[src/rtl/reg_wb_unit.sv]
// rtl/reg_wb_unit.sv - in-order writeback queue from ALU/LSU to the register-file rd port
// Optional forwarding lookup enabled by WB_BYPASS_EN.
module reg_wb_unit #(
    parameter int XLEN   = 32,
    parameter int ADDR_W = 5,
    parameter int DEPTH  = 4
) (
    input  logic                         clk,
    input  logic                         rst_n,
    input  logic                         flush,
    input  logic                         lsu_valid,
    output logic                         lsu_ready,
    input  logic [ADDR_W-1:0]            lsu_addr,
    input  logic [XLEN-1:0]              lsu_data,
    input  logic                         alu_valid,
    output logic                         alu_ready,
    input  logic [ADDR_W-1:0]            alu_addr,
    input  logic [XLEN-1:0]              alu_data,
    output logic                         rd_web,
    output logic [ADDR_W-1:0]            rd_addr,
    output logic [XLEN-1:0]              rd_data,
    output logic [$clog2(DEPTH+1)-1:0]   count
`ifdef WB_BYPASS_EN
    ,
    input  logic [ADDR_W-1:0]            fwd_addr,
    output logic                         fwd_hit,
    output logic [XLEN-1:0]              fwd_data
`endif
);

    localparam int CW = $clog2(DEPTH+1);
    localparam int PW = $clog2(DEPTH);
    localparam logic [CW-1:0] L_LSU_MAX = CW'(DEPTH-1);
    localparam logic [CW-1:0] L_ALU_MAX = CW'(DEPTH-2);

    logic [ADDR_W-1:0] r_addr [DEPTH];
    logic [XLEN-1:0]   r_data [DEPTH];
    logic [PW-1:0]     r_wptr;
    logic [PW-1:0]     r_rptr;
    logic [CW-1:0]     r_count;

    logic              w_lsu_push;
    logic              w_alu_push;
    logic              w_pop;
    logic [PW-1:0]     w_alu_idx;
    logic [PW-1:0]     w_wptr_n;

    function automatic logic [PW-1:0] f_inc(input logic [PW-1:0] p);
        return (p == PW'(DEPTH-1)) ? '0 : p + PW'(1);
    endfunction

    assign lsu_ready = !flush && (r_count <= L_LSU_MAX);
    assign alu_ready = !flush && (r_count <= L_ALU_MAX);

    // x0 handshakes complete but never occupy a slot
    assign w_lsu_push = lsu_valid && lsu_ready && (lsu_addr != '0);
    assign w_alu_push = alu_valid && alu_ready && (alu_addr != '0);
    assign w_pop      = (r_count != '0);

    // LSU is older, so it takes the first free slot
    assign w_alu_idx  = w_lsu_push ? f_inc(r_wptr) : r_wptr;
    assign w_wptr_n   = w_alu_push ? f_inc(w_alu_idx) : w_alu_idx;

    assign rd_web  = w_pop;
    assign rd_addr = w_pop ? r_addr[r_rptr] : '0;
    assign rd_data = w_pop ? r_data[r_rptr] : '0;
    assign count   = r_count;

    always_ff @(posedge clk) begin
        if (!rst_n || flush) begin
            r_wptr  <= '0;
            r_rptr  <= '0;
            r_count <= '0;
        end else begin
            if (w_lsu_push) begin
                r_addr[r_wptr] <= lsu_addr;
                r_data[r_wptr] <= lsu_data;
            end
            if (w_alu_push) begin
                r_addr[w_alu_idx] <= alu_addr;
                r_data[w_alu_idx] <= alu_data;
            end
            r_wptr  <= w_wptr_n;
            r_rptr  <= w_pop ? f_inc(r_rptr) : r_rptr;
            r_count <= r_count + CW'(w_lsu_push) + CW'(w_alu_push) - CW'(w_pop);
        end
    end

`ifdef WB_BYPASS_EN
    // Scan oldest to youngest so the last match is the youngest
    always_comb begin
        logic [PW-1:0] v_idx;
        fwd_hit  = 1'b0;
        fwd_data = '0;
        v_idx    = '0;
        for (int k = 0; k < DEPTH; k++) begin
            v_idx = PW'((int'(r_rptr) + k) % DEPTH);
            if (k < int'(r_count) && fwd_addr != '0 && r_addr[v_idx] == fwd_addr) begin
                fwd_hit  = 1'b1;
                fwd_data = r_data[v_idx];
            end
        end
    end
`endif

endmodule

[config.mk]
export PLATFORM = sky130hd
export DESIGN_NAME = reg_wb_unit
export DESIGN_NICKNAME = d
export VERILOG_FILES = /design/src/rtl/reg_wb_unit.sv
export SDC_FILE = /design/constraint.sdc
export NUM_CORES = 1
export LEC_CHECK = 0
export CORE_ASPECT_RATIO = 0.5
export CORE_MARGIN = 2
export CORE_UTILIZATION = 29
export CTS_CLUSTER_DIAMETER = 100
export DETAILED_ROUTE_END_ITERATION = 10
export GPL_TIMING_DRIVEN = 0
export SLEW_MARGIN = 10
export SYNTH_ARGS = -nofsm -noshare
export SYNTH_HDL_FRONTEND = slang
export SYNTH_SLANG_ARGS = --single-unit
export TNS_END_PERCENT = 20
[constraint.sdc]
create_clock -name clk -period 5.7 [get_ports clk]
set_clock_uncertainty 0.2 [all_clocks]
set_input_delay 0.57 -clock clk [delete_from_list [all_inputs] [get_ports clk]]
set_output_delay 0.57 -clock clk [all_outputs]
set_load 0.01 [all_outputs]
### After elaboration in Yosys (flattened, before gate mapping)

Memories as Yosys holds them, arrays and structs flattened. A register that Yosys moved wholly into a read port is not among the register bits.
Index checks and enable logic that the tools add are counted.

* memories: 2
* output and inout bits: 43
* input bits: 79
* RAM bits: 148
* register bits: 7

Memories
* r_data: depth 4, width 32, rd ports 1, clocked after Yosys merged registers in 1, write ports 2, line 37 `logic [XLEN-1:0] r_data [DEPTH];`
* r_addr: depth 4, width 5, rd ports 1, clocked after Yosys merged registers in 1, write ports 2, line 36 `logic [ADDR_W-1:0] r_addr [DEPTH];`

* equality and inequality tests: 3
* $add $sub $neg: 6
* order comparisons: 2
* reductions and logical operators: 12
* muxes and demuxes: 17

Operators with widths (number)
* $mux W32: 1
* $mux W2: 9
* $reduce_bool A5 Y1: 2
* $add A2 B1 Y2 const B: 3
* $add A3 B1 Y3: 2
* $eq A2 B2 Y1 const B: 3
* $le A3 B2 Y1 const B: 2
* $logic_and A1 B1 Y1: 6
* $mux W1: 6
* $mux W5: 1
* $reduce_bool A3 Y1: 1
* $sub A3 B1 Y3: 1
* $logic_not A1 Y1: 2
* $logic_or A1 B1 Y1: 1

### Logic depth before layout (Yosys ltp)

* depth in word-level cells: 8
* gate-level depth with buffers: 12
* gate-level depth less buffers: 10

### Worst setup path after synthesis

No wires, ideal clock.

* path type: input to register
* from: input port lsu_addr[1]
* to: memory r_addr[0][0], enable pin
* arrival time: 3301 ps
* setup time: 393 ps
* data required time: 5107 ps
* stages on the path: 9
* path slack: 1806 ps
* cells stage by stage: or4_1 -> o2111ai_2 -> mux2i_1 -> ha_1 -> nand2_1 -> nor3_1 -> buf_6 -> buf_6 -> a21o_1

RTL lines
* from (decl): line 13 `input logic [ADDR_W-1:0] lsu_addr,`
* to (decl): line 36

==> reports/metrics.cfg <==
[timing]
hold_slack_ns = 0.281
grt_setup_unrepaired = false
maxSlewViolCount = 0
setup_ws_ns = 1.48
worst_pin_slew_ns = 0.727
max_slew_margin = 0.516
setup_tns_ns = 0
setup_viol = 0
fin_crit_sh = 0.741
timing.fmax_mhz = 237
period_minus_slack_ns = 4.22
hold_violations = 0

[setup_path]
worst-path-max-fanout = 24
critical_path_class = in -> reg
cp.required_ns = 5.62
rr_endpoint = r_data[3][17]
cp-end-kind = flop
startpoint = lsu_addr[2]
r2r_slack_ns = 2.05
worstSetupStartpointType = input pin
rr_worst_depth = 13
cp-endpoint = r_data[0][17]
worstReg2RegStart = count[2]
worstPathArrival_ns = 4.15

[detailed_routing]
drcViolationCount = 0
wire_per_inst_um = 19.5
num_vias = 4627
ant_nets = 0
via_per_inst = 4.55
drtIter0Drc = 256
wl_um = 19800
firstDrtPassIters = 4

[clock_network]
cts_hold_buf = 0
cts_sinks = 157
clkLatencyLatePin_ns = 0.42
path_clk_slew_ns = 0.06
cts_tree = yes
h-tree-depth = 4
cts_setup_buffers = 0
clock_path_buffers = 2
cts_made_buffers = 17
cts.repair.resized = 0
cts-root-buf = clkbuf_16

[logic_synthesis]
netlist_area_sq_um = 8100
ys_types = 31
synth_nets = 570
synthMuxAreaShare = 0.314
synthAdderAreaFrac = 0.0235
synth_top_family_by_area = multiplexers
ys_ff_latch = 157
yosys_warnings = 0
synth_compound_area_frac = 0.0124
avgSynthCellArea_sq_um = 17.0
synth_seq_area_share = 0.571
synth_cells = 477
synthSimpleGateAreaFrac = 0.0468
synth-xor-area-share = 0.00108

[final_layout]
nFillCells = 2543
final_common_cell = edfxtp_1
drive_gt1_frac = 0.391
final_nets = 714
antennaDiodeCount = 0
final_cell_mix = 148 x edfxtp_1, 144 x mux2_2, 121 x clkdlybuf4s50_1
final_util = 0.380
area_delta_synth_final_pct = 29.6

[placed_design]
dp_hpwl_um = 13200
port-buffer-count = 121
dp_slack_ns = 1.04
gp_congestion = 0.756

[power_and_ir_drop]
leakage_uw = 0.00339
power_frac_seq = 0.365
intPower_uw = 2620
total_power_uw = 3660
switching_share = 0.284
switchingPower_uw = 1040
powerDensity_nw_per_um2 = 348
combPwrFrac = 0.303
ir_worst_vdd_uv = 154
clkPwrFrac = 0.332

[min_path]
min-delay-path-class = reg -> reg

[floorplanning]
fp.coreArea_sq_um = 27600
die_h_um = 122
die_w_um = 240
dieArea_sq_um = 29400
initial_core_util = 0.293
num_rows = 43
io_pins = 122

[global_routing]
grt_pass1_vias = 5050
grt-ovfl-total = 0
antenna_found_initial = 0
grt_pass1_wl_um = 30200
gr-usage-all-layers = 0.141
grt_max_degree = 27

[run]
maxCapViolations = 0

[outcome]
status = finished, final reports clean

==> cells in the mapped netlist, drive strengths merged <==
cell | n | area share
xor2 | 1 | 0.0011
a21o | 4 | 0.0037
o21ai | 2 | 0.0026
or4 | 3 | 0.0032
dfxtp | 9 | 0.022
mux4 | 37 | 0.10
a21oi | 3 | 0.0019
and2 | 2 | 0.0015
nor3 | 6 | 0.0037
mux2i | 3 | 0.0037
o21bai | 1 | 0.0014
nor3b | 1 | 0.00093
fa | 2 | 0.0049
buf | 20 | 0.022
nand2 | 6 | 0.0028
nand2b | 1 | 0.00077
or2 | 1 | 0.00077
nor2 | 6 | 0.0028
clkbuf | 8 | 0.0037
ha | 12 | 0.019
inv | 12 | 0.0056
edfxtp | 148 | 0.55
nand3b | 1 | 0.00093
nor2b | 38 | 0.029
o2111ai | 1 | 0.0019
o31ai | 1 | 0.00093
mux2 | 148 | 0.21
==> logic make-up (layout without fill, tap and decap cells) <==
family / after synthesis / in the layout
buffers and inverters: 40 / 197
AO/OA/AOI/OAI: 12 / 12
AND/OR/NAND/NOR: 65 / 65
multiplexers: 188 / 188
adder cells (fa/ha/maj): 14 / 14
flip-flops: 157 / 157
XOR/XNOR: 1 / 1
==> flip-flops by register name, indices dropped and copies added, names as in the netlist, named ones only <==
register / cells
count: 3
r_rptr: 2
r_wptr: 2
r_data: 128
r_addr: 20
==> per-stage QoR <==
| step | cells | cell area, sq um |
|---|---|---|
| after global routing | 1016 | 10500 |
| after floorplan | 477 | 8100 |
| final | 1016 | 10500 |
| after global placement | 980 | 9790 |
| after CTS | 1016 | 10500 |
| after detailed placement | 984 | 9870 |
==> power by group through the flow <==
stage	clock network (uW)	registers [uW]	logic (uW)
after floorplan	0	1360	559
final	1210	1340	1110
after global routing	1270	1340	1200
after CTS	1230	1340	1140
after global placement	0	1360	1120
after detailed placement	0	1360	1130
==> final cells by class <==
| type | instances | area (sq um) | share of cell area |
|---|---|---|---|
| Buffer | 28 | 205 | 0.0196 |
| Clock buffer | 18 | 429 | 0.0409 |
| Clock inverter | 14 | 194 | 0.0185 |
| Inverter | 12 | 45.0 | 0.00429 |
| Multi-Input combinational cell | 280 | 3230 | 0.308 |
| Sequential cell | 157 | 4620 | 0.441 |
| Tap cell | 382 | 478 | 0.0455 |
| Timing Repair Buffer | 125 | 1290 | 0.123 |
==> routing by layer <==
layer | share of wire | track usage | wire length [um]
met5 | 0 | 0 | 0
met4 | 0.011 | 0.0396 | 216
met3 | 0.020 | 0.0254 | 400
met2 | 0.56 | 0.270 | 11100
met1 | 0.41 | 0.160 | 8100
==> worst min-delay path by stage <==
stage / startpoint / endpoint / slack [ns] / cells after the start
global route: r_rptr[1] / r_rptr[1] / 0.29 / 2
detailed placement: r_rptr[1] / r_rptr[1] / 0.27 / 2
global placement: r_rptr[1] / r_rptr[1] / 0.26 / 2
finish: r_rptr[1] / r_rptr[1] / 0.28 / 2
floorplan: r_rptr[1] / flop / 0.25 / 2
CTS: r_rptr[1] / r_rptr[1] / 0.28 / 2
==> worst max-delay path, cell delays in order <==
cell and delay (ns):
clkdlybuf4s50_1 0.52, or4_1 0.58, o2111ai_2 0.36, mux2i_1 0.48, ha_1 0.22, nand2_1 0.05
nor3_1 0.25, buf_6 0.24, buf_6 0.19, a21o_2 0.40, buf_12 0.27
Power figures use the tool's default switching activity.
